$ cat src/rtl/ahb_bus_arbiter_pkg.sv
// Shared types and constants for the two-master AHB-Lite arbiter.
package ahb_bus_arbiter_pkg;

  localparam int unsigned ADDR_W  = 32;
  localparam int unsigned DATA_W  = 32;
  localparam int unsigned CSUM_W  = 7;
  localparam int unsigned PAR_W   = 6;
  localparam int unsigned SIZE_W  = 3;
  localparam int unsigned TRANS_W = 2;

  localparam logic [TRANS_W-1:0] HTRANS_IDLE   = 2'b00;
  localparam logic [TRANS_W-1:0] HTRANS_NONSEQ = 2'b10;

  typedef enum logic [1:0] {
    OWN_NONE = 2'd0,
    OWN_I    = 2'd1,
    OWN_D    = 2'd2
  } ahb_owner_t;

  typedef struct packed {
    logic [ADDR_W-1:0] haddr;
    logic              hwrite;
    logic [SIZE_W-1:0] hsize;
    logic [PAR_W-1:0]  hparity;
  } ahb_areq_t;

endpackage

$ cat src/rtl/ahb_arb_req_buffer.sv
// Per-port pending address-phase register plus the pending/live candidate mux.
module ahb_arb_req_buffer
  import ahb_bus_arbiter_pkg::*;
(
  input  logic      s_clk_i,
  input  logic      s_resetn_i,
  input  logic      live_valid,
  input  ahb_areq_t live_req,
  input  logic      grant,
  output logic      cand_valid_c,
  output ahb_areq_t cand_req_c,
  output logic      pend_valid
);

  ahb_areq_t pend_q;
  logic      pend_valid_q;

  // A live request that is not granted this cycle is held until it is.
  always_ff @(posedge s_clk_i or negedge s_resetn_i) begin
    if (!s_resetn_i) begin
      pend_valid_q <= 1'b0;
      pend_q       <= '0;
    end else if (grant) begin
      pend_valid_q <= 1'b0;
    end else if (live_valid) begin
      pend_valid_q <= 1'b1;
      pend_q       <= live_req;
    end
  end

  assign cand_valid_c = pend_valid_q | live_valid;
  assign cand_req_c   = pend_valid_q ? pend_q : live_req;
  assign pend_valid   = pend_valid_q;

endmodule

$ cat src/rtl/ahb_bus_arbiter.sv
// Two-master AHB-Lite arbiter (fetch + LSU onto one master port).
// Optional macro ARB_ROUND_ROBIN_EN: alternate winner on conflict instead of data-port priority.
module ahb_bus_arbiter
  import ahb_bus_arbiter_pkg::*;
(
  input  logic                s_clk_i,
  input  logic                s_resetn_i,
  input  logic [ADDR_W-1:0]   s_i_haddr_i,
  input  logic [TRANS_W-1:0]  s_i_htrans_i,
  input  logic                s_i_hwrite_i,
  input  logic [SIZE_W-1:0]   s_i_hsize_i,
  input  logic [PAR_W-1:0]    s_i_hparity_i,
  input  logic [ADDR_W-1:0]   s_d_haddr_i,
  input  logic [TRANS_W-1:0]  s_d_htrans_i,
  input  logic                s_d_hwrite_i,
  input  logic [SIZE_W-1:0]   s_d_hsize_i,
  input  logic [PAR_W-1:0]    s_d_hparity_i,
  input  logic [DATA_W-1:0]   s_d_hwdata_i,
  input  logic [CSUM_W-1:0]   s_d_hwchecksum_i,
  output logic                s_i_hready_o,
  output logic                s_d_hready_o,
  output logic                s_i_hresp_o,
  output logic                s_d_hresp_o,
  output logic [DATA_W-1:0]   s_hrdata_o,
  output logic [CSUM_W-1:0]   s_hrchecksum_o,
  output logic [ADDR_W-1:0]   s_m_haddr_o,
  output logic [TRANS_W-1:0]  s_m_htrans_o,
  output logic                s_m_hwrite_o,
  output logic [SIZE_W-1:0]   s_m_hsize_o,
  output logic [PAR_W-1:0]    s_m_hparity_o,
  output logic [DATA_W-1:0]   s_m_hwdata_o,
  output logic [CSUM_W-1:0]   s_m_hwchecksum_o,
  input  logic [DATA_W-1:0]   s_m_hrdata_i,
  input  logic [CSUM_W-1:0]   s_m_hrchecksum_i,
  input  logic                s_m_hready_i,
  input  logic                s_m_hresp_i
);

  ahb_owner_t owner_q, owner_d;
  ahb_areq_t  i_live_req, d_live_req, i_cand_req_c, d_cand_req_c, m_req_c;
  logic       i_hready_c, d_hready_c, i_live_c, d_live_c;
  logic       i_cand_c, d_cand_c, i_pend, d_pend;
  logic       grant_i_c, grant_d_c, d_wins_c;
  logic       unused_htrans;

  // Only htrans[1] distinguishes a request; BUSY/SEQ are not forwarded.
  assign unused_htrans = ^{s_i_htrans_i[0], s_d_htrans_i[0]};

  assign i_live_req = '{haddr: s_i_haddr_i, hwrite: s_i_hwrite_i,
                        hsize: s_i_hsize_i, hparity: s_i_hparity_i};
  assign d_live_req = '{haddr: s_d_haddr_i, hwrite: s_d_hwrite_i,
                        hsize: s_d_hsize_i, hparity: s_d_hparity_i};

  // A port with a buffered address is stalled until its own data phase runs.
  assign i_hready_c = (owner_q == OWN_I) ? s_m_hready_i : ~i_pend;
  assign d_hready_c = (owner_q == OWN_D) ? s_m_hready_i : ~d_pend;
  assign i_live_c   = s_i_htrans_i[1] & i_hready_c;
  assign d_live_c   = s_d_htrans_i[1] & d_hready_c;

  ahb_arb_req_buffer u_i_buf (
    .s_clk_i      (s_clk_i),
    .s_resetn_i   (s_resetn_i),
    .live_valid   (i_live_c),
    .live_req     (i_live_req),
    .grant        (grant_i_c),
    .cand_valid_c (i_cand_c),
    .cand_req_c   (i_cand_req_c),
    .pend_valid   (i_pend)
  );

  ahb_arb_req_buffer u_d_buf (
    .s_clk_i      (s_clk_i),
    .s_resetn_i   (s_resetn_i),
    .live_valid   (d_live_c),
    .live_req     (d_live_req),
    .grant        (grant_d_c),
    .cand_valid_c (d_cand_c),
    .cand_req_c   (d_cand_req_c),
    .pend_valid   (d_pend)
  );

`ifdef ARB_ROUND_ROBIN_EN
  logic last_d_q;

  // Remembers which port was granted most recently; reset means fetch.
  always_ff @(posedge s_clk_i or negedge s_resetn_i) begin
    if (!s_resetn_i) begin
      last_d_q <= 1'b0;
    end else if (grant_i_c | grant_d_c) begin
      last_d_q <= grant_d_c;
    end
  end

  assign d_wins_c = ~last_d_q;
`else
  assign d_wins_c = 1'b1;
`endif

  // At most one grant per cycle, and only when the shared bus accepts an address.
  always_comb begin
    grant_i_c = 1'b0;
    grant_d_c = 1'b0;
    if (s_m_hready_i) begin
      if (i_cand_c && d_cand_c) begin
        grant_d_c = d_wins_c;
        grant_i_c = ~d_wins_c;
      end else begin
        grant_i_c = i_cand_c;
        grant_d_c = d_cand_c;
      end
    end
  end

  always_comb begin
    m_req_c      = '0;
    s_m_htrans_o = HTRANS_IDLE;
    if (grant_d_c) begin
      m_req_c      = d_cand_req_c;
      s_m_htrans_o = HTRANS_NONSEQ;
    end else if (grant_i_c) begin
      m_req_c      = i_cand_req_c;
      s_m_htrans_o = HTRANS_NONSEQ;
    end
  end

  assign s_m_haddr_o   = m_req_c.haddr;
  assign s_m_hwrite_o  = m_req_c.hwrite;
  assign s_m_hsize_o   = m_req_c.hsize;
  assign s_m_hparity_o = m_req_c.hparity;

  // Data-phase owner tracking.
  always_ff @(posedge s_clk_i or negedge s_resetn_i) begin
    if (!s_resetn_i) begin
      owner_q <= OWN_NONE;
    end else begin
      owner_q <= owner_d;
    end
  end

  always_comb begin
    owner_d = owner_q;
    if (s_m_hready_i) begin
      if (grant_d_c) begin
        owner_d = OWN_D;
      end else if (grant_i_c) begin
        owner_d = OWN_I;
      end else begin
        owner_d = OWN_NONE;
      end
    end
  end

  assign s_i_hready_o     = i_hready_c;
  assign s_d_hready_o     = d_hready_c;
  assign s_i_hresp_o      = (owner_q == OWN_I) ? s_m_hresp_i : 1'b0;
  assign s_d_hresp_o      = (owner_q == OWN_D) ? s_m_hresp_i : 1'b0;
  assign s_m_hwdata_o     = (owner_q == OWN_D) ? s_d_hwdata_i : '0;
  assign s_m_hwchecksum_o = (owner_q == OWN_D) ? s_d_hwchecksum_i : '0;
  assign s_hrdata_o       = s_m_hrdata_i;
  assign s_hrchecksum_o   = s_m_hrchecksum_i;

endmodule

$ cat config.mk
export PLATFORM = sky130hd
export DESIGN_NAME = ahb_bus_arbiter
export DESIGN_NICKNAME = d
export VERILOG_FILES = /design/src/rtl/ahb_bus_arbiter_pkg.sv /design/src/rtl/ahb_arb_req_buffer.sv /design/src/rtl/ahb_bus_arbiter.sv
export SDC_FILE = /design/constraint.sdc
export NUM_CORES = 1
export LEC_CHECK = 0
export CAP_MARGIN = 0
export CORE_MARGIN = 3
export CORE_UTILIZATION = 44
export DETAILED_ROUTE_END_ITERATION = 8
export GPL_TIMING_DRIVEN = 1
export PLACE_DENSITY = 0.86
export SYNTH_ARGS = -nofsm -noshare
export SYNTH_HDL_FRONTEND = slang
export SYNTH_HIERARCHICAL = 1
export SYNTH_SLANG_ARGS = --single-unit
$ cat constraint.sdc
create_clock -name s_clk_i -period 4.5 [get_ports s_clk_i]
set_input_delay 0.675 -clock s_clk_i [delete_from_list [all_inputs] [get_ports s_clk_i]]
set_output_delay 0.675 -clock s_clk_i [all_outputs]
set_load 0.1 [all_outputs]
Yosys cells after proc, flatten, opt, wreduce, memory -nomap -nowiden:

Cells that the tools add are included.

* word-level logic and storage cells: 48
* memory bits (read-only): 0
* bits of input ports: 170
* output and inout port bits: 126
* memory bits (writable): 0
* memories: 0
* register bits: 88
* latch bits: 0

* bitwise gates (word level): 8
* divide/modulo/power cells: 0
* mux-type cells: 22
* multipliers: 0
* eq/ne operators: 2
* $lt $le $gt $ge: 0
* reductions and logical operators: 5
* add/subtract/negate cells: 0
* shifts and indexed selects: 0

Operators by type and width (count)
* 2-to-1 mux 42 bit: 4
* 2-to-1 mux 32 bit: 1
* 2-to-1 mux 1 bit: 13
* 2-to-1 mux 7 bit: 1
* 2-to-1 mux 2 bit: 3
* inverter 1 bit: 4
* AND reduction 2 bit: 2
* nonzero test 2 bit: 2
* AND 1 bit: 2
* equality test 2 x 1 -> 1 bit, second input constant: 1
* equality test 2 bit, second input constant: 1
* OR 1 bit: 2
* logical AND 1 bit: 1

Longest topological paths before layout:

* depth after elaboration: 9
* gate-level depth with buffers: 12
* gate-level depth less buffers: 7

Cells and area by module:

The synthesis kept the hierarchy.

By module, submodules not included
* ahb_arb_req_buffer: cells an instance 140, instances 2, area an instance 2316.0 um^2, sequential area each 1076.0 um^2
* ahb_bus_arbiter: cells an instance 163, instances 1, area an instance 1291.2 um^2, sequential area each 50.0 um^2

Worst setup path before layout:

Ideal clock, no wire load.

* path type: input -> output
* start point: input port s_m_hready_i
* end point: output port s_m_haddr_o[0]
* path slack: 1.074 ns
* data arrival time: 2.751 ns
* data required time: 3.825 ns
* buffers on the path: 3
* cell stages on the path: 8
* path through: buf_2 nor3b_1 a211oi_1 or2_2 nor2b_1 buf_6 buf_4 a32o_1

* word-level cells in the longest chain between the ends: 8
* elaborated cells on any way between the ends: 13
* those cells by class: 8 x mux; 4 x bitwise; 1 x reduce/logical

Ends and longest elaborated chain
* from (decl): line ahb_bus_arbiter.sv:35 `input logic s_m_hready_i,`
* 2-to-1 mux 1 bit *: line ahb_bus_arbiter.sv:56 `assign d_hready_c = (owner_q == OWN_D) ? s_m_hready_i : ~d_pend;`
* AND 1 bit *: line ahb_bus_arbiter.sv:58 `assign d_live_c = s_d_htrans_i[1] & d_hready_c;`
* via d_live_c: line ahb_bus_arbiter.sv:41 `logic i_hready_c, d_hready_c, i_live_c, d_live_c;`
* OR 1 bit *: line ahb_arb_req_buffer.sv:31 `assign cand_valid_c = pend_valid_q | live_valid;`
* via d_cand_c: line ahb_bus_arbiter.sv:42 `logic i_cand_c, d_cand_c, i_pend, d_pend;`
* logical AND 1 bit: line ahb_bus_arbiter.sv:104 `if (i_cand_c && d_cand_c) begin`
* 2-to-1 mux 1 bit: line ahb_bus_arbiter.sv:104
* 2-to-1 mux 1 bit: line ahb_bus_arbiter.sv:103 `if (s_m_hready_i) begin`
* 2-to-1 mux 42 bit: line ahb_bus_arbiter.sv:120 `end else if (grant_i_c) begin`
* 2-to-1 mux 42 bit *: line ahb_bus_arbiter.sv:117 `if (grant_d_c) begin`
* to (decl): line ahb_bus_arbiter.sv:26 `output logic [ADDR_W-1:0] s_m_haddr_o,`

Mark *: on every way through the listed nets, which the timed path passes. The rest lies on a longest branch.

Worst setup path after layout:

* start point: input port s_m_hready_i
* end point: output port s_m_haddr_o[13]

* word-level cells in the longest chain between the ends: 8
* elaborated cells on any way between the ends: 13
* those cells by class: 8 x mux; 4 x bitwise; 1 x reduce/logical

Ends and longest elaborated chain
* 2-to-1 mux 1 bit *: line ahb_bus_arbiter.sv:55 `assign i_hready_c = (owner_q == OWN_I) ? s_m_hready_i : ~i_pend;`
* AND 1 bit *: line ahb_bus_arbiter.sv:57 `assign i_live_c = s_i_htrans_i[1] & i_hready_c;`
* via i_live_c: line ahb_bus_arbiter.sv:41
* OR 1 bit *: line ahb_arb_req_buffer.sv:31
* via i_cand_c: line ahb_bus_arbiter.sv:42
* logical AND 1 bit: line ahb_bus_arbiter.sv:104
* 2-to-1 mux 1 bit: line ahb_bus_arbiter.sv:104
* 2-to-1 mux 1 bit: line ahb_bus_arbiter.sv:103
* 2-to-1 mux 42 bit: line ahb_bus_arbiter.sv:120
* 2-to-1 mux 42 bit *: line ahb_bus_arbiter.sv:117

Marks and branches as above.

==> impl_results.md <==
* Grt total ovfl at 0
* Slew headroom at around a third
* Core area at around 13000 sq um
* Cell Area, Synth at between 5000 and 6000 sq um
* GPL Wtd Cong at roughly 0.80
* Slew Viols, Final at 0
* CTS max path bufs at 2
* Synthesized area per cell at ~13 sq um
* Worst clock skew at ~0.0094 ns
* Clk root buf: clkbuf_16
* Seq cells post-synth at between 80 and 90
* Register-to-Register Setup Slack at 1.25 ns
* Most frequent cells in the layout: clkdlybuf4s50_1 (149), mux2_2 (90), dfrtp_1 (86), mux2_4 (80), buf_12 (45)
* Startpoint types: primary input
* FP Rows at just over 40
* Seq/Total Area, Yosys at about 37%
* Worst slew pin tran at between 0.9 and 1 ns
* Setup violations, final at 0
* Initial antenna violation count at 0
* First-pass GRT wire length at around 28 mm
* Crit path DAT at ~3 ns
* Starting density of the core at a little under half
* Vias after detailed routing at 4255
* CTS Buf Count at 9
* Largest net degree at the start of global routing at between 50 and 60
* Initial drt markers at 233
* R2r startpoint: u_d_buf/pend_valid
* Routed WL per cell at 24.2 um
* Clk sinks at just under 90
* Syn. warnings at 6
* Post-CTS sizing at 0
* Syn Inst Count at around 440
* Unrepaired setup endpoints after global routing: false
* Period utilization at between 80% and 90%
* H-Tree Depth at 3
* Worst Path Max Fanout at 26
* Most common cell after layout, fill and taps aside: clkdlybuf4s50_1
* Maximum clock rate at around 270 MHz
* Die Footprint at around 15000 sq um
* Ant diodes at 0
* Clock transition at the registers of the reported paths at around 0.070 ns
* Total GRT Usage at between 20% and 30%
* Post-DRT Antenna Nets at 0
* Final setup TNS at 0 ns
* Vias in the first global route at roughly 4600
* Outcome: completed
* # IOs at between 200 and 300
* Data required, critical path at 3.83 ns
* Fin Hold WS at between 0.3 and 0.4 ns
* Post-Route WL at roughly 19 mm
* DR vias/cell at between 5 and 6
* Worst hold path type: in -> async
* Post-CTS Setup Bufs at 0
* CTS tree: built
* Maxcap violations at 0
* Die Wd at roughly 120 um
* DR pass1 iterations at 5
* Unique masters post-synth at 23
* Critical Path Start: s_m_hready_i
* Crit end category: output port
* Syn Nets at 613
* Minimum clock period at about 3.7 ns
* IO Port Bufs at between 200 and 250
* Worst Setup Path Type: in -> out
* Cts hold-fix bufs at 0
* Post-DP HPWL at roughly 14 mm
* Area grow syn2layout at 41.2%
* DRC at 0
* Die Y at about 120 um
* Fin. Hold Viols at 0
* Nets at roughly 770
* Layout cells sized above 1 at 44.4%
* Clock insertion delay at the later pin of the skew report at ~0.35 ns
==> synth_stat cells <==
cell / count / share of area (%)
a211oi_1: 2 / 0.25
or2_2: 2 / 0.21
buf_4: 44 / 5.6
a21oi_1: 2 / 0.17
mux2_2: 90 / 17
clkbuf_1: 4 / 0.25
o21a_1: 1 / 0.13
nor3b_1: 2 / 0.25
conb_1: 1 / 0.063
buf_12: 8 / 2.7
nand2b_1: 2 / 0.21
nand2b_4: 2 / 0.46
nor2b_1: 1 / 0.11
dfrtp_1: 88 / 37
and2b_1: 2 / 0.25
buf_6: 9 / 1.7
a32o_1: 42 / 7.1
mux2_4: 80 / 20
nor2_1: 2 / 0.13
inv_1: 3 / 0.19
buf_2: 14 / 1.2
and2_1: 41 / 4.3
nor2b_2: 1 / 0.15
==> final cells by class <==
type / instances / area [sq um]
fillers: 965 / 4510
multi-input cells: 273 / 3040
clock buffers: 9 / 225
flip-flops and latches: 88 / 2200
clock inverters: 7 / 75.1
inverters: 3 / 11.3
well taps: 172 / 215
repair buffers: 221 / 2590
==> registers in the layout, summed over array words and instances, names as in the netlist <==
signal and count:
u_d_buf/pend_valid 1, u_i_buf/pend_q 42, u_d_buf/pend_q 42, u_i_buf/pend_valid 1, owner_q 2
==> per-layer routing <==
layer  track usage, %  wire length, um  vias up
met5                0                0        -
met1             31.2             7300     2156
met2             39.7             9370      190
li1                 -                -     1884
met4             8.19              521        0
met3             7.89             1500       25
==> final timing paths <==
check	to	cells past startpoint
max reg2reg	u_i_buf/pend_q[37]	7
max	s_m_haddr_o[13]	8
min reg2reg	u_d_buf/pend_q[36]	1
max in group asynchronous	u_i_buf/pend_q[41]	2
min in group s_clk_i	u_d_buf/pend_q[36]	1
min	u_d_buf/pend_q[22]	1
==> metrics by stage <==
stage | area [sq um] | util [%] | std cells | setup slack (ns)
after CTS | 8370 | 65.0 | 773 | 0.757
after global placement | 8070 | 62.6 | 757 | 0.787
after global routing | 8370 | 65.0 | 773 | 0.597
final | 8370 | 65.0 | 773 | 0.776
after floorplan | 5920 | - | 443 | 1.07
after detailed placement | 8070 | 62.6 | 757 | 0.710
==> critical path, stage by stage <==
cell and delay (ns):
buf_2 0.38, nor3b_1 0.14, a211oi_1 0.42, or2_2 0.21, nor2b_4 0.50, buf_12 0.25, a32o_1 0.26, buf_12 0.19
==> logic make-up (layout without fill, tap and decap cells) <==
| family | after synthesis | in the layout | synth area share, % |
|---|---|---|---|
| mux | 170 | 170 | 37.4 |
| compound gates | 47 | 47 | 7.65 |
| flops | 88 | 88 | 37.2 |
| other cells | 1 | 1 | 0.0633 |
| simple gates | 55 | 55 | 6.10 |
| buf+inv | 82 | 240 | 11.6 |
Power is not shown: default switching activity piles up to over one toggle a cycle in this logic, so the estimate is an artifact.
